$ cat config.mk
export PLATFORM = sky130hd
export DESIGN_NAME = muldiv_seq
export DESIGN_NICKNAME = d
export VERILOG_FILES = /design/src/rtl/muldiv_seq_pkg.sv /design/src/rtl/muldiv_seq.sv
export SDC_FILE = /design/constraint.sdc
export NUM_CORES = 1
export LEC_CHECK = 0
export CAP_MARGIN = 15
export CORE_ASPECT_RATIO = 1.4
export CORE_MARGIN = 10
export CORE_UTILIZATION = 40
export CTS_CLUSTER_SIZE = 40
export DETAILED_ROUTE_END_ITERATION = 16
export GPL_TIMING_DRIVEN = 0
export SETUP_SLACK_MARGIN = 0.05
export SYNTH_ARGS = -nofsm -noshare
export SYNTH_HDL_FRONTEND = slang
export SYNTH_SLANG_ARGS = --single-unit
$ cat constraint.sdc
create_clock -name clk -period 4.12 [get_ports clk]
set_input_delay 1.03 -clock clk [delete_from_list [all_inputs] [get_ports clk]]
set_output_delay 1.03 -clock clk [all_outputs]
set_load 0.05 [all_outputs]
$ cat src/rtl/muldiv_seq_pkg.sv
// rv32imc_types
// Shared types for the RV32 M-extension sequencer.
//   muldiv_op_t    : M-extension operation, encoded exactly as funct3
//   muldiv_state_t : sequencer states
//   MULDIV_ITERS   : number of radix-2 iterations per operation
package rv32imc_types;

    typedef enum logic [2:0] {
        MUL    = 3'd0,
        MULH   = 3'd1,
        MULHSU = 3'd2,
        MULHU  = 3'd3,
        DIV    = 3'd4,
        DIVU   = 3'd5,
        REM    = 3'd6,
        REMU   = 3'd7
    } muldiv_op_t;

    typedef enum logic [1:0] {
        IDLE,
        CALC,
        FIX,
        DONE
    } muldiv_state_t;

    localparam int MULDIV_ITERS = 32;

endpackage

$ cat src/rtl/muldiv_seq.sv
// muldiv_seq
// Iterative multiply/divide sequencer for the RV32 M extension, sitting
// beside the execute stage. Multiplies by radix-2 shift-add and divides by
// restoring division, both on operand magnitudes, then applies the sign
// correction in a single FIX cycle.
//
// Ports:
//   clk      : clock, all state changes on the rising edge
//   rst      : synchronous reset, active low
//   i_valid  : EX holds an M-extension op this cycle
//   i_op     : operation (funct3 encoding, see muldiv_op_t)
//   i_a/i_b  : rs1/rs2 operands after forwarding
//   i_kill   : flush, abandon the current op
//   i_hold   : EX stalled by some other source
//   o_stall  : stall request OR-ed into the EX stall
//   o_done   : o_result holds the finished result this cycle
//   o_result : result returned to the EX output mux
module muldiv_seq
    import rv32imc_types::*;
#(
    parameter int XLEN  = 32,
    parameter int CNT_W = 6
) (
    input  logic            clk,
    input  logic            rst,
    input  logic            i_valid,
    input  logic [2:0]      i_op,
    input  logic [XLEN-1:0] i_a,
    input  logic [XLEN-1:0] i_b,
    input  logic            i_kill,
    input  logic            i_hold,
    output logic            o_stall,
    output logic            o_done,
    output logic [XLEN-1:0] o_result
);

    function automatic logic [XLEN-1:0] negate(input logic [XLEN-1:0] v);
        return ~v + XLEN'(1);
    endfunction

    muldiv_state_t    state_q, state_nxt;
    muldiv_op_t       op_q;
    logic             neg_q;
    logic [CNT_W-1:0] cnt_q;
    logic [XLEN-1:0]  opnd_q;
    logic [XLEN-1:0]  acc_hi;
    logic [XLEN-1:0]  acc_lo;
    logic [XLEN-1:0]  result_q;

    muldiv_op_t       op_in;
    logic             a_signed, b_signed, neg_a, neg_b, res_neg;
    logic [XLEN-1:0]  a_mag, b_mag;
    logic             div_zero, div_ovf, special;
    logic [XLEN-1:0]  special_res;

    logic [XLEN:0]    mul_sum;
    logic [XLEN:0]    div_shift;
    logic             div_ge;
    logic [XLEN-1:0]  div_diff;
    logic [XLEN-1:0]  lo_fix, hi_fix, fix_res;
    logic             sel_lo;
    logic             last_iter;

    // Decode the incoming op: which operands are signed, their magnitudes,
    // the sign the final result must take, and the divide corner cases that
    // skip the iteration loop entirely.
    always_comb begin
        op_in    = muldiv_op_t'(i_op);
        a_signed = 1'b0;
        b_signed = 1'b0;
        case (op_in)
            MUL, MULH, DIV, REM: begin
                a_signed = 1'b1;
                b_signed = 1'b1;
            end
            MULHSU:  a_signed = 1'b1;
            default: ;
        endcase
        neg_a   = a_signed & i_a[XLEN-1];
        neg_b   = b_signed & i_b[XLEN-1];
        a_mag   = neg_a ? negate(i_a) : i_a;
        b_mag   = neg_b ? negate(i_b) : i_b;
        // A remainder follows the dividend; everything else follows the
        // XOR of the operand signs.
        res_neg = (op_in == REM) ? neg_a : (neg_a ^ neg_b);

        div_zero = i_op[2] && (i_b == '0);
        div_ovf  = ((op_in == DIV) || (op_in == REM)) &&
                   (i_a == {1'b1, {(XLEN-1){1'b0}}}) && (i_b == '1);
        special  = div_zero | div_ovf;
        // i_op[1] separates the remainder ops from the quotient ops.
        if (div_zero)
            special_res = i_op[1] ? i_a : '1;
        else
            special_res = i_op[1] ? '0 : {1'b1, {(XLEN-1){1'b0}}};
    end

    // One iteration step for each algorithm, plus the FIX-cycle sign
    // correction. The multiplier lives in acc_lo and shifts out to the right
    // while the product grows into acc_hi; the dividend shifts out of acc_lo
    // to the left into the partial remainder in acc_hi while quotient bits
    // fill in from the bottom.
    always_comb begin
        mul_sum   = {1'b0, acc_hi} + (acc_lo[0] ? {1'b0, opnd_q} : '0);
        div_shift = {acc_hi, acc_lo[XLEN-1]};
        div_ge    = div_shift >= {1'b0, opnd_q};
        div_diff  = div_shift[XLEN-1:0] - opnd_q;
        last_iter = (cnt_q == CNT_W'(MULDIV_ITERS - 1));

        lo_fix = neg_q ? negate(acc_lo) : acc_lo;
        // Negating the 64-bit product: the upper half only receives the +1
        // carry when the lower half is all zeros.
        if (!neg_q)
            hi_fix = acc_hi;
        else if (op_q[2])
            hi_fix = negate(acc_hi);
        else
            hi_fix = ~acc_hi + XLEN'(acc_lo == '0);
        sel_lo  = (op_q == MUL) || (op_q == DIV) || (op_q == DIVU);
        fix_res = sel_lo ? lo_fix : hi_fix;
    end

    // Next-state logic; a kill overrides everything, including a new op.
    always_comb begin
        state_nxt = state_q;
        case (state_q)
            IDLE:    if (i_valid) state_nxt = special ? DONE : CALC;
            CALC:    if (last_iter) state_nxt = FIX;
            FIX:     state_nxt = DONE;
            DONE:    if (!i_hold) state_nxt = IDLE;
            default: state_nxt = IDLE;
        endcase
        if (i_kill)
            state_nxt = IDLE;
    end

    // State register.
    always_ff @(posedge clk) begin
        if (!rst)
            state_q <= IDLE;
        else
            state_q <= state_nxt;
    end

    // Operand capture, iteration datapath and result register. Operands are
    // only looked at in IDLE; for a multiply opnd_q holds |a| as the addend,
    // for a divide it holds |b| as the divisor.
    always_ff @(posedge clk) begin
        if (!rst) begin
            op_q     <= MUL;
            neg_q    <= 1'b0;
            cnt_q    <= '0;
            opnd_q   <= '0;
            acc_hi   <= '0;
            acc_lo   <= '0;
            result_q <= '0;
        end else begin
            case (state_q)
                IDLE: begin
                    if (i_valid && !i_kill) begin
                        op_q   <= op_in;
                        neg_q  <= res_neg;
                        cnt_q  <= '0;
                        acc_hi <= '0;
                        opnd_q <= i_op[2] ? b_mag : a_mag;
                        acc_lo <= i_op[2] ? a_mag : b_mag;
                        if (special)
                            result_q <= special_res;
                    end
                end
                CALC: begin
                    cnt_q <= cnt_q + CNT_W'(1);
                    if (op_q[2]) begin
                        acc_hi <= div_ge ? div_diff : div_shift[XLEN-1:0];
                        acc_lo <= {acc_lo[XLEN-2:0], div_ge};
                    end else begin
                        {acc_hi, acc_lo} <= {mul_sum, acc_lo[XLEN-1:1]};
                    end
                end
                FIX: begin
                    if (!i_kill)
                        result_q <= fix_res;
                end
                default: ;
            endcase
        end
    end

    assign o_done   = (state_q == DONE);
    assign o_stall  = i_valid & (state_q != DONE);
    assign o_result = result_q;

endmodule
==> flow_summary.ini <==
[outcome]
run_status = finished with violations
violations = setup timing

[synthesis]
synth_edf_count = 0
synth_simple_gate_area_frac = 0.214
synth_top_family_by_area = compound AO/OA/AOI/OAI gates
synthXorXnorAreaFrac = 0.0963
synth-seq-cells = 140
async_flop_share = 0
synthMuxAreaShare = 0.0627
ys_types = 77
netlist_instances = 1893
syn_area_um2 = 13600
synth-adder-area-share = 0.0717
synth_compound_area_frac = 0.297
syn-num-nets = 2042
synth.avg_cell_area_um2 = 7.20
ys_seq_area_frac = 0.206
ys_warn_count = 0
synthFlopType = dfxtp_1

[layout]
final_cell_area_um2 = 16600
final_core_util = 0.492
stdcell_count = 2505
synthToLayoutAreaGrowth_pct = 22.1
final_common_cell = nand2_1
fillCellCount = 3557
fin_nets = 2189
final_layout_size_suffix_gt1_frac = 0.100
mostFrequentLayoutCells = nand2_1, nor2_1, o21ai_0

[critical_path]
ff2ff_setup_slack_ps = -80
timing.rr.end = o_result[30]$_SDFFE_PN0P_
crit_end = o_result[30]$_SDFFE_PN0P_
worstSetupStartpointType = flop
cp.required_ps = 4470
worstRegToRegCells = 19
path_class = flop to flop
critPathArrivalTime_ps = 4550
timing.rr.start = acc_lo[0]$_SDFFE_PN0P_
cp-end-kind = flop
crit_fanout = 3
crit_start = acc_lo[0]$_SDFFE_PN0P_

[floorplanning]
die_h_um = 238
initial_core_util = 0.403
core_um2 = 33800
die_width_um = 176
fp-row-count = 80
fp.dieArea_um2 = 42000
ioPinCount = 106

[route]
routed_via_density = 6.22
drtAntennaViolNets = 0
postRouteWirelength_um = 62800
drt_drc_violations_left = 0
drt_iter0_markers = 1199
wl_per_cell_um = 25.1
firstDrtPassIters = 7
num_vias = 15600

[placed_design]
dpl_cell_area_um2 = 15300
dpl.cell_count = 2448
io_buffers = 104
place.gp.congestion = 0.988
hpwl_um = 50300

[sta]
setup_slack_ps = -83.6
fin_crit_sh = 1.02
maxSlewViolCount = 0
relSlewSlack = 0.382
period_minus_slack_ps = 4200
hold_violations = 0
worst_pin_slew_ps = 927
rsz0062_at_grt = true
finalSetupViolations = 4
finalClockSkew_ps = 9.19
fmax_mhz = 238

[clock_tree]
h-tree-depth = 4
cts-root-buf = clkbuf_16
path_clk_slew_ps = 60
clock-sinks = 140
cts_tree = done
clock_path_buffers = 2
cts_buffers = 17
clk_latency_ps = 460

[grt]
grt_pass1_wl_um = 92900
grt_usage = 0.289
grt_max_degree = 17
antenna_found_initial = 1
overflow = 0
grt_pass1_vias = 15500

[pwr]
total_power_mw = 4.65
p_leak_nw = 6.13
power_density_nw_per_um2 = 279
ir_drop_mv = 0.305

[run]
max_cap_violations = 0

[worst_hold_path]
hp-class = flop to flop
==> Yosys cell counts, types with 5 or more instances <==
cell type  instances  area share
a21o_1            28       0.015
nand2b_1          12      0.0055
a211oi_1          38       0.021
or3_1             14      0.0064
o221ai_1           6      0.0039
a31oi_1           17      0.0078
xnor2_1           85       0.055
and3_1            16      0.0073
o22ai_1           18      0.0083
a311oi_1           9      0.0058
mux2i_1           55       0.040
nor2b_1           11      0.0050
xor2_1            65       0.042
a31o_2             5      0.0032
a22oi_1           19       0.010
a211o_1            7      0.0045
nor4_1            15      0.0069
nand4_1           28       0.013
a32oi_1            5      0.0032
and2_1             9      0.0041
inv_1             65       0.018
o41ai_1           16       0.010
nor3_1            38       0.014
buf_1             14      0.0039
nand2_1          203       0.056
a221oi_1           5      0.0032
ha_1              75       0.069
o2111ai_1         11      0.0071
nor2_1           168       0.046
mux2_2            21       0.017
a22o_1            10      0.0064
o21bai_1           5      0.0028
a21oi_1          159       0.058
o21a_1             5      0.0028
clkbuf_1         105       0.029
o21ai_0          176       0.065
nand3_1           62       0.023
dfxtp_1          140        0.21
o211ai_1          36       0.020
or4_1             16      0.0088
o31ai_1           30       0.017
or2_2              9      0.0041
==> worst max-delay path, cell delays in order, from the launching register on <==
cell and delay [ps]:
dfxtp_4 380, inv_4 70, clkbuf_16 130, ha_4 130, nor4b_4 260, nor2b_4 300, nand3_4 110, o31ai_4 310
ha_2 270, buf_6 100, ha_4 120, or3b_4 400, nor2_4 190, nand2_2 110, or4_4 470, buf_6 150
o31ai_4 210, xnor2_2 120, o21ai_2 180, o21ai_2 60
==> routing by layer <==
metal,up-vias,global-route usage,share of wire
met3,197,0.0419,0.057
li1,7249,-,-
met1,7443,0.316,0.38
met5,-,0,0.00027
met4,2,0.181,0.065
met2,688,0.512,0.50
==> worst min path at each step <==
stage | startpoint | endpoint | depth (start not counted)
final | o_result[26]$_SDFFE_PN0P_ | o_result[26]$_SDFFE_PN0P_ | 2
after global routing | o_result[26]$_SDFFE_PN0P_ | o_result[26]$_SDFFE_PN0P_ | 2
after CTS | opnd_q[5]$_SDFFE_PN0P_ | opnd_q[5]$_SDFFE_PN0P_ | 2
after detailed placement | o_result[26]$_SDFFE_PN0P_ | o_result[26]$_SDFFE_PN0P_ | 2
after global placement | opnd_q[23]$_SDFFE_PN0P_ | opnd_q[23]$_SDFFE_PN0P_ | 2
after floorplan | opnd_q[11]$_SDFFE_PN0P_ | opnd_q[11]$_SDFFE_PN0P_ | 2
==> sequential cells by signal, indices dropped and copies added, names as in the netlist <==
register  flops
acc_lo       32
neg_q         1
acc_hi       32
state_q       2
o_result     32
cnt_q         6
opnd_q       32
op_q          3
==> area by class of cell <==
type	count	area (um2)	share of cell area
antenna	1	2.50	0.000150
buffer	116	479	0.0288
clock buffer	20	447	0.0268
clock inverter	12	161	0.00970
inverter	66	250	0.0150
multi-input combinational	1564	10600	0.638
sequential	140	2830	0.170
tap	451	564	0.0339
timing repair buffer	135	1300	0.0782
==> repair_timing <==
action,CTS,global route
setup endpoints to repair,73,81
gates resized for setup,70,66
buffers inserted,19,12
hold buffers,0,0
pin swaps,17,20
gates cloned,0,0
==> power breakdown <==
| group | internal (mW) | leakage (nW) | switching, mW |
|---|---|---|---|
| clock network | 0.974 | 0.288 | 0.692 |
| registers | 1.41 | 1.14 | 0.0796 |
| logic | 0.565 | 4.70 | 0.928 |
| total | 2.95 | 6.13 | 1.70 |
==> stage by stage <==
| stage | setup TNS (ps) | setup slack (ps) | hold WS [ps] |
|---|---|---|---|
| floorplan | 0 | 65.8 | 432 |
| global placement | -80020 | -2390 | 441 |
| detailed placement | -75750 | -2270 | 447 |
| CTS | -125 | -61.8 | 456 |
| global route | -649 | -143 | 471 |
| finish | -191 | -83.6 | 449 |
==> logic make-up (layout without fill, tap and decap cells) <==
group | Yosys count | after routing
flip-flops | 140 | 140
AO/OA/AOI/OAI | 637 | 637
other | 0 | 1
XOR/XNOR | 150 | 150
multiplexers | 79 | 79
AND/OR/NAND/NOR | 621 | 621
buffers and inverters | 189 | 349
adder cells (fa/ha/maj) | 77 | 77
No activity file was read; power rests on OpenSTA's default activity.
